--- src/rtl/alsu_logic_result_stage.sv ---
// Registered output stage for the ALSU logic group (NAND/NOR/complement).
// Captures each mux result with its select tag, derives zero/parity/sign
// flags at capture time and holds up to two results in a skid buffer so the
// writeback path can stall without losing data. Also keeps a saturating
// count of accepted results for debug.
module alsu_logic_result_stage #(
   parameter int unsigned WIDTH     = 4,
   parameter int unsigned CNT_WIDTH = 8
) (
   input  logic                 Clk,
   input  logic                 Rst_n,
   input  logic                 In_Valid,
   output logic                 In_Ready,
   input  logic [WIDTH-1:0]     In_Result,
   input  logic [1:0]           In_Sel,
   input  logic                 Flush,
   output logic                 Out_Valid,
   input  logic                 Out_Ready,
   output logic [WIDTH-1:0]     Out_Result,
   output logic [1:0]           Out_Tag,
   output logic                 Out_Zero,
   output logic                 Out_Parity,
   output logic                 Out_Neg,
   output logic [CNT_WIDTH-1:0] Acc_Count
);

   typedef struct packed {
      logic [WIDTH-1:0] result;
      logic [1:0]       tag;
      logic             zero;
      logic             parity;
      logic             neg;
   } entry_t;

   typedef enum logic [1:0] {
      StEmpty = 2'd0,
      StOne   = 2'd1,
      StFull  = 2'd2
   } occ_e;

   occ_e                 occ_q;
   entry_t               head_q;
   entry_t               tail_q;
   entry_t               new_entry;
   logic [CNT_WIDTH-1:0] cnt_q;
   logic                 push;
   logic                 pop;

   // Build the candidate entry; flags are fixed here and never recomputed.
   always_comb begin
      new_entry        = '0;
      new_entry.result = In_Result;
      new_entry.tag    = In_Sel;
      new_entry.zero   = (In_Result == '0);
      new_entry.parity = ^In_Result;
      new_entry.neg    = In_Result[WIDTH-1];
   end

   assign In_Ready  = (occ_q != StFull);
   assign Out_Valid = (occ_q != StEmpty);
   assign push      = In_Valid && In_Ready;
   assign pop       = Out_Valid && Out_Ready;

   // Occupancy FSM and entry storage. Vacated slots are cleared so the
   // outputs read zero while empty and stale data is never exposed.
   always_ff @(posedge Clk or negedge Rst_n) begin
      if (!Rst_n) begin
         occ_q  <= StEmpty;
         head_q <= '0;
         tail_q <= '0;
      end else if (Flush) begin
         occ_q  <= StEmpty;
         head_q <= '0;
         tail_q <= '0;
      end else begin
         case (occ_q)
            StEmpty: begin
               if (push) begin
                  head_q <= new_entry;
                  occ_q  <= StOne;
               end
            end
            StOne: begin
               if (push && pop) begin
                  head_q <= new_entry;
               end else if (push) begin
                  tail_q <= new_entry;
                  occ_q  <= StFull;
               end else if (pop) begin
                  head_q <= '0;
                  occ_q  <= StEmpty;
               end
            end
            StFull: begin
               // In_Ready is low here, so only a pop can happen.
               if (pop) begin
                  head_q <= tail_q;
                  tail_q <= '0;
                  occ_q  <= StOne;
               end
            end
            default: begin
               occ_q  <= StEmpty;
               head_q <= '0;
               tail_q <= '0;
            end
         endcase
      end
   end

   // Saturating count of accepted pushes; a push dropped by Flush is not counted.
   always_ff @(posedge Clk or negedge Rst_n) begin
      if (!Rst_n) begin
         cnt_q <= '0;
      end else if (push && !Flush && (cnt_q != {CNT_WIDTH{1'b1}})) begin
         cnt_q <= cnt_q + 1'b1;
      end
   end

   assign Out_Result = head_q.result;
   assign Out_Tag    = head_q.tag;
   assign Out_Zero   = head_q.zero;
   assign Out_Parity = head_q.parity;
   assign Out_Neg    = head_q.neg;
   assign Acc_Count  = cnt_q;

endmodule

--- config.mk ---
export PLATFORM = sky130hd
export DESIGN_NAME = alsu_logic_result_stage
export DESIGN_NICKNAME = d
export VERILOG_FILES = /design/src/rtl/alsu_logic_result_stage.sv
export SDC_FILE = /design/constraint.sdc
export NUM_CORES = 1
export LEC_CHECK = 0
export ABC_AREA = 1
export BUFFER_PORTS_ARGS = -buffer_cell sky130_fd_sc_hd__buf_2
export CAP_MARGIN = 20
export CORE_MARGIN = 2
export CORE_UTILIZATION = 59
export CTS_CLUSTER_SIZE = 16
export DETAILED_ROUTE_END_ITERATION = 8
export PLACE_DENSITY = 0.94
export REMOVE_ABC_BUFFERS = 1
export SLEW_MARGIN = 0
export SYNTH_ARGS = -nofsm -noshare
export SYNTH_HDL_FRONTEND = slang
export SYNTH_SLANG_ARGS = --single-unit
--- constraint.sdc ---
create_clock -name Clk -period 2.7 [get_ports Clk]
set_clock_uncertainty 0.15 [all_clocks]
set_input_delay 0.135 -clock Clk [delete_from_list [all_inputs] [get_ports Clk]]
set_output_delay 0.135 -clock Clk [all_outputs]
set_load 0.02 [all_outputs]
==> flow_summary_export.csv <==
group,metric,value,unit
power_and_ir_drop,p_int,703,uW
critical_path,slowest_delay,0.51,ns
critical_path,slowest_stage,"dfrtp_1",
logic_synthesis,synth-main-ff-cell,"dfrtp_1",
route,wl,3420,um
logic_synthesis,synth-edff-count,0,
timing,tns,0,ns
logic_synthesis,seq_area_frac_synth,40.2,%
critical_path,crit_required,2.81,ns
clock_network,clkTransAtPathRegs,0.15,ns
hold_path,hp-class,"primary input to flop",
timing,maxSlewHeadroom,61.1,%
logic_synthesis,synthAdderAreaFrac,2.32,%
route,dr.pass1.iters,5,
logic_synthesis,synthCells,207,
die,initial_core_util,63.6,%
route,via_per_inst,5.36,
timing,hold_viol,0,
run,drv_cap,0,
grt,grt_max_degree,27,
die,die_h,56.4,um
power_and_ir_drop,leakagePower,1.06,nW
timing,timing.hold.ws,0.0362,ns
route,wl_per_cell,12.4,um
critical_path,crit_path_frequent_cell,"nand3_4",
clock_network,htree_levels,1,
grt,antenna_found_initial,0,
finish,final_nets,260,
timing,min_period,1.73,ns
placement,place_congestion,0.900,
logic_synthesis,synth_xor_area_share,2.70,%
logic_synthesis,synth_compound_area_share,7.50,%
timing,final-max-slew-violation-count,0,
clock_network,cts.sinks,26,
timing,min_period_over_period,64.2,%
power_and_ir_drop,p_comb_share,40.1,%
critical_path,cp-end-kind,"flop",
grt,grt-ovfl-total,0,
logic_synthesis,synth_top_family_by_area,"simple AND/OR/NAND/NOR gates",
die,core.rowCount,18,
clock_network,cts_tree,"built",
finish,layout_common_cells,"76 x nand2_1, 29 x buf_2, 27 x nand3_1",
placement,portBuffers,29,
logic_synthesis,syn_area,1620,um2
timing,worst_pin_slew,0.583,ns
critical_path,cp_max_fo,17,
power_and_ir_drop,p_sw,516,uW
critical_path,arrival,1.84,ns
finish,area_growth,16.1,%
power_and_ir_drop,pwr-share-clk,16.4,%
logic_synthesis,yosys_warnings,0,
logic_synthesis,yosys.area_share.simple,40.0,%
grt,grt_pass1_wl,5880,um
finish,fill_cells,198,
die,die-area,3180,um2
power_and_ir_drop,sequentialPowerShare,43.5,%
critical_path,cp-start-kind,"flop",
logic_synthesis,synth.avg_cell_area,7.82,um2
finish,layout_commonest_cell,"nand2_1",
timing,setup_viol,0,
die,coreArea,2540,um2
logic_synthesis,synthArstFlopShare,100,%
route,first_iter_violations,51,
finish,num_antenna_cells,0,
clock_network,cts_root_buf,"clkbuf_4",
critical_path,path_class,"flop to flop",
critical_path,cpLargestDelayFamily,"simple AND/OR/NAND/NOR gates",
logic_synthesis,synthMuxAreaShare,0,%
grt,grt.total_usage,23.1,%
die,die_w,56.4,um
grt,grt_pass1_vias,1378,
clock_network,postCtsResizedCells,0,
timing,rsz0062_at_grt,"false",
route,vias,1475,
logic_synthesis,synth-seq-cells,26,
run_status,status,"complete, no violations",
finish,drive_gt1_share,27.3,%
finish,layout.cells.non_filler,275,
logic_synthesis,ys_types,24,
placement,post-dp-hpwl,2410,um
route,ant_nets,0,
power_and_ir_drop,p_sw_share,42.4,%
power_and_ir_drop,peakVddDrop,0.000425,V
clock_network,cts_inserted_buffers,3,
finish,utilization,73.8,%
placement,dp_cells,263,
clock_network,clk_latency,0.32,ns
critical_path,worstPathBufferInverterCount,1,
timing,max_freq,577,MHz
critical_path,crit_chain,"inv_2 -> nor2_4 -> nand3_4 -> nand3_4 -> nand2_1 -> o21ai_2",
power_and_ir_drop,powerDensity,649,nW/um2
die,io_pins,30,
route,drc,0,
finish,final_area,1880,um2
clock_network,clockBufferDepth,2,
placement,postPlaceCellArea,1760,um2
==> flip-flops by register name, indices dropped and copies added, names as in the netlist <==
register,count
Out_Tag,2
Out_Zero,1
Out_Parity,1
occ_q,2
Acc_Count,8
tail_q,8
Out_Result,4
==> power groups by stage <==
stage / logic (mW) / registers [mW] / clock network (mW)
final: 0.489 / 0.530 / 0.200
after CTS: 0.487 / 0.529 / 0.202
after global routing: 0.537 / 0.542 / 0.221
after floorplan: 0.274 / 0.597 / 0
after detailed placement: 0.477 / 0.538 / 0
after global placement: 0.467 / 0.534 / 0
==> worst reg2reg max path, cell delays in order, from the launching register on <==
cell and delay (ns):
dfrtp_1 0.51, inv_2 0.11, nor2_4 0.36, nand3_4 0.14, nand3_4 0.22, nand2_1 0.12
o21ai_2 0.07
==> logic make-up after synthesis <==
family / Yosys count
buffers and inverters: 24
and+or+nand+nor: 133
DFF: 26
xor gates and xnor gates: 5
AOI/OAI and AO/OA: 16
adders and majority gates: 3
==> final cells by class <==
type	count	area, um2	share of cell area, %
clock buffers	4	36.3	1.93
multi-input cells	157	851	45.3
inverters	21	78.8	4.19
flip-flops and latches	26	651	34.6
well taps	30	37.5	2.00
repair buffers	37	225	12.0
==> stage by stage <==
stage | setup WS, ns | total power [mW]
after floorplan | 1.13 | 0.870
after global placement | 1.05 | 1.00
after detailed placement | 1.04 | 1.01
after CTS | 1.02 | 1.22
after global routing | 0.848 | 1.30
final | 0.967 | 1.22
==> what timing repair did <==
item | in CTS | in global routing
hold buffers | 8 | 0
hold endpoints to repair | 33 | 0
setup buffers | 0 | 0
==> final timing paths <==
path	to	depth (start not counted)	slack [ns]	from
worst max-delay path	tail_q[4]	6	0.97	occ_q[0]
worst min-delay path	occ_q[1]	4	0.04	In_Valid
worst max register to register	tail_q[4]	6	0.97	occ_q[0]
worst min register to register	Out_Tag[0]	2	0.34	Out_Tag[0]
max in group asynchronous	Out_Result[2]	2	1.84	Rst_n
min in group asynchronous	tail_q[2]	2	0.18	Rst_n
==> cells in the mapped netlist, types with 2 or more instances <==
library cell   n  area (um2)
nand2_1       76         285
nand3_1       27         135
dfrtp_1       26         651
inv_1         16        60.1
nand2_2       10        62.6
nor2_1         8        30.0
o21ai_2        8        70.1
o21ai_1        5        25.0
xor2_1         5        43.8
inv_2          4        15.0
ha_1           3        37.5
nand2_4        3        33.8
nor2_2         3        18.8
nand3_4        2        35.0
o21ai_0        2        10.0
==> metal layers <==
metal  vias up  global-route usage [%]  part of all wire, %
met1       678                    30.2                   42
met5         -                       0                    0
li1        733                       -                    -
met3         6                    3.46                  6.9
met2        58                    40.2                   50
met4         0                    5.44                  1.0
Note: power is estimated with default switching activity, not from simulation.
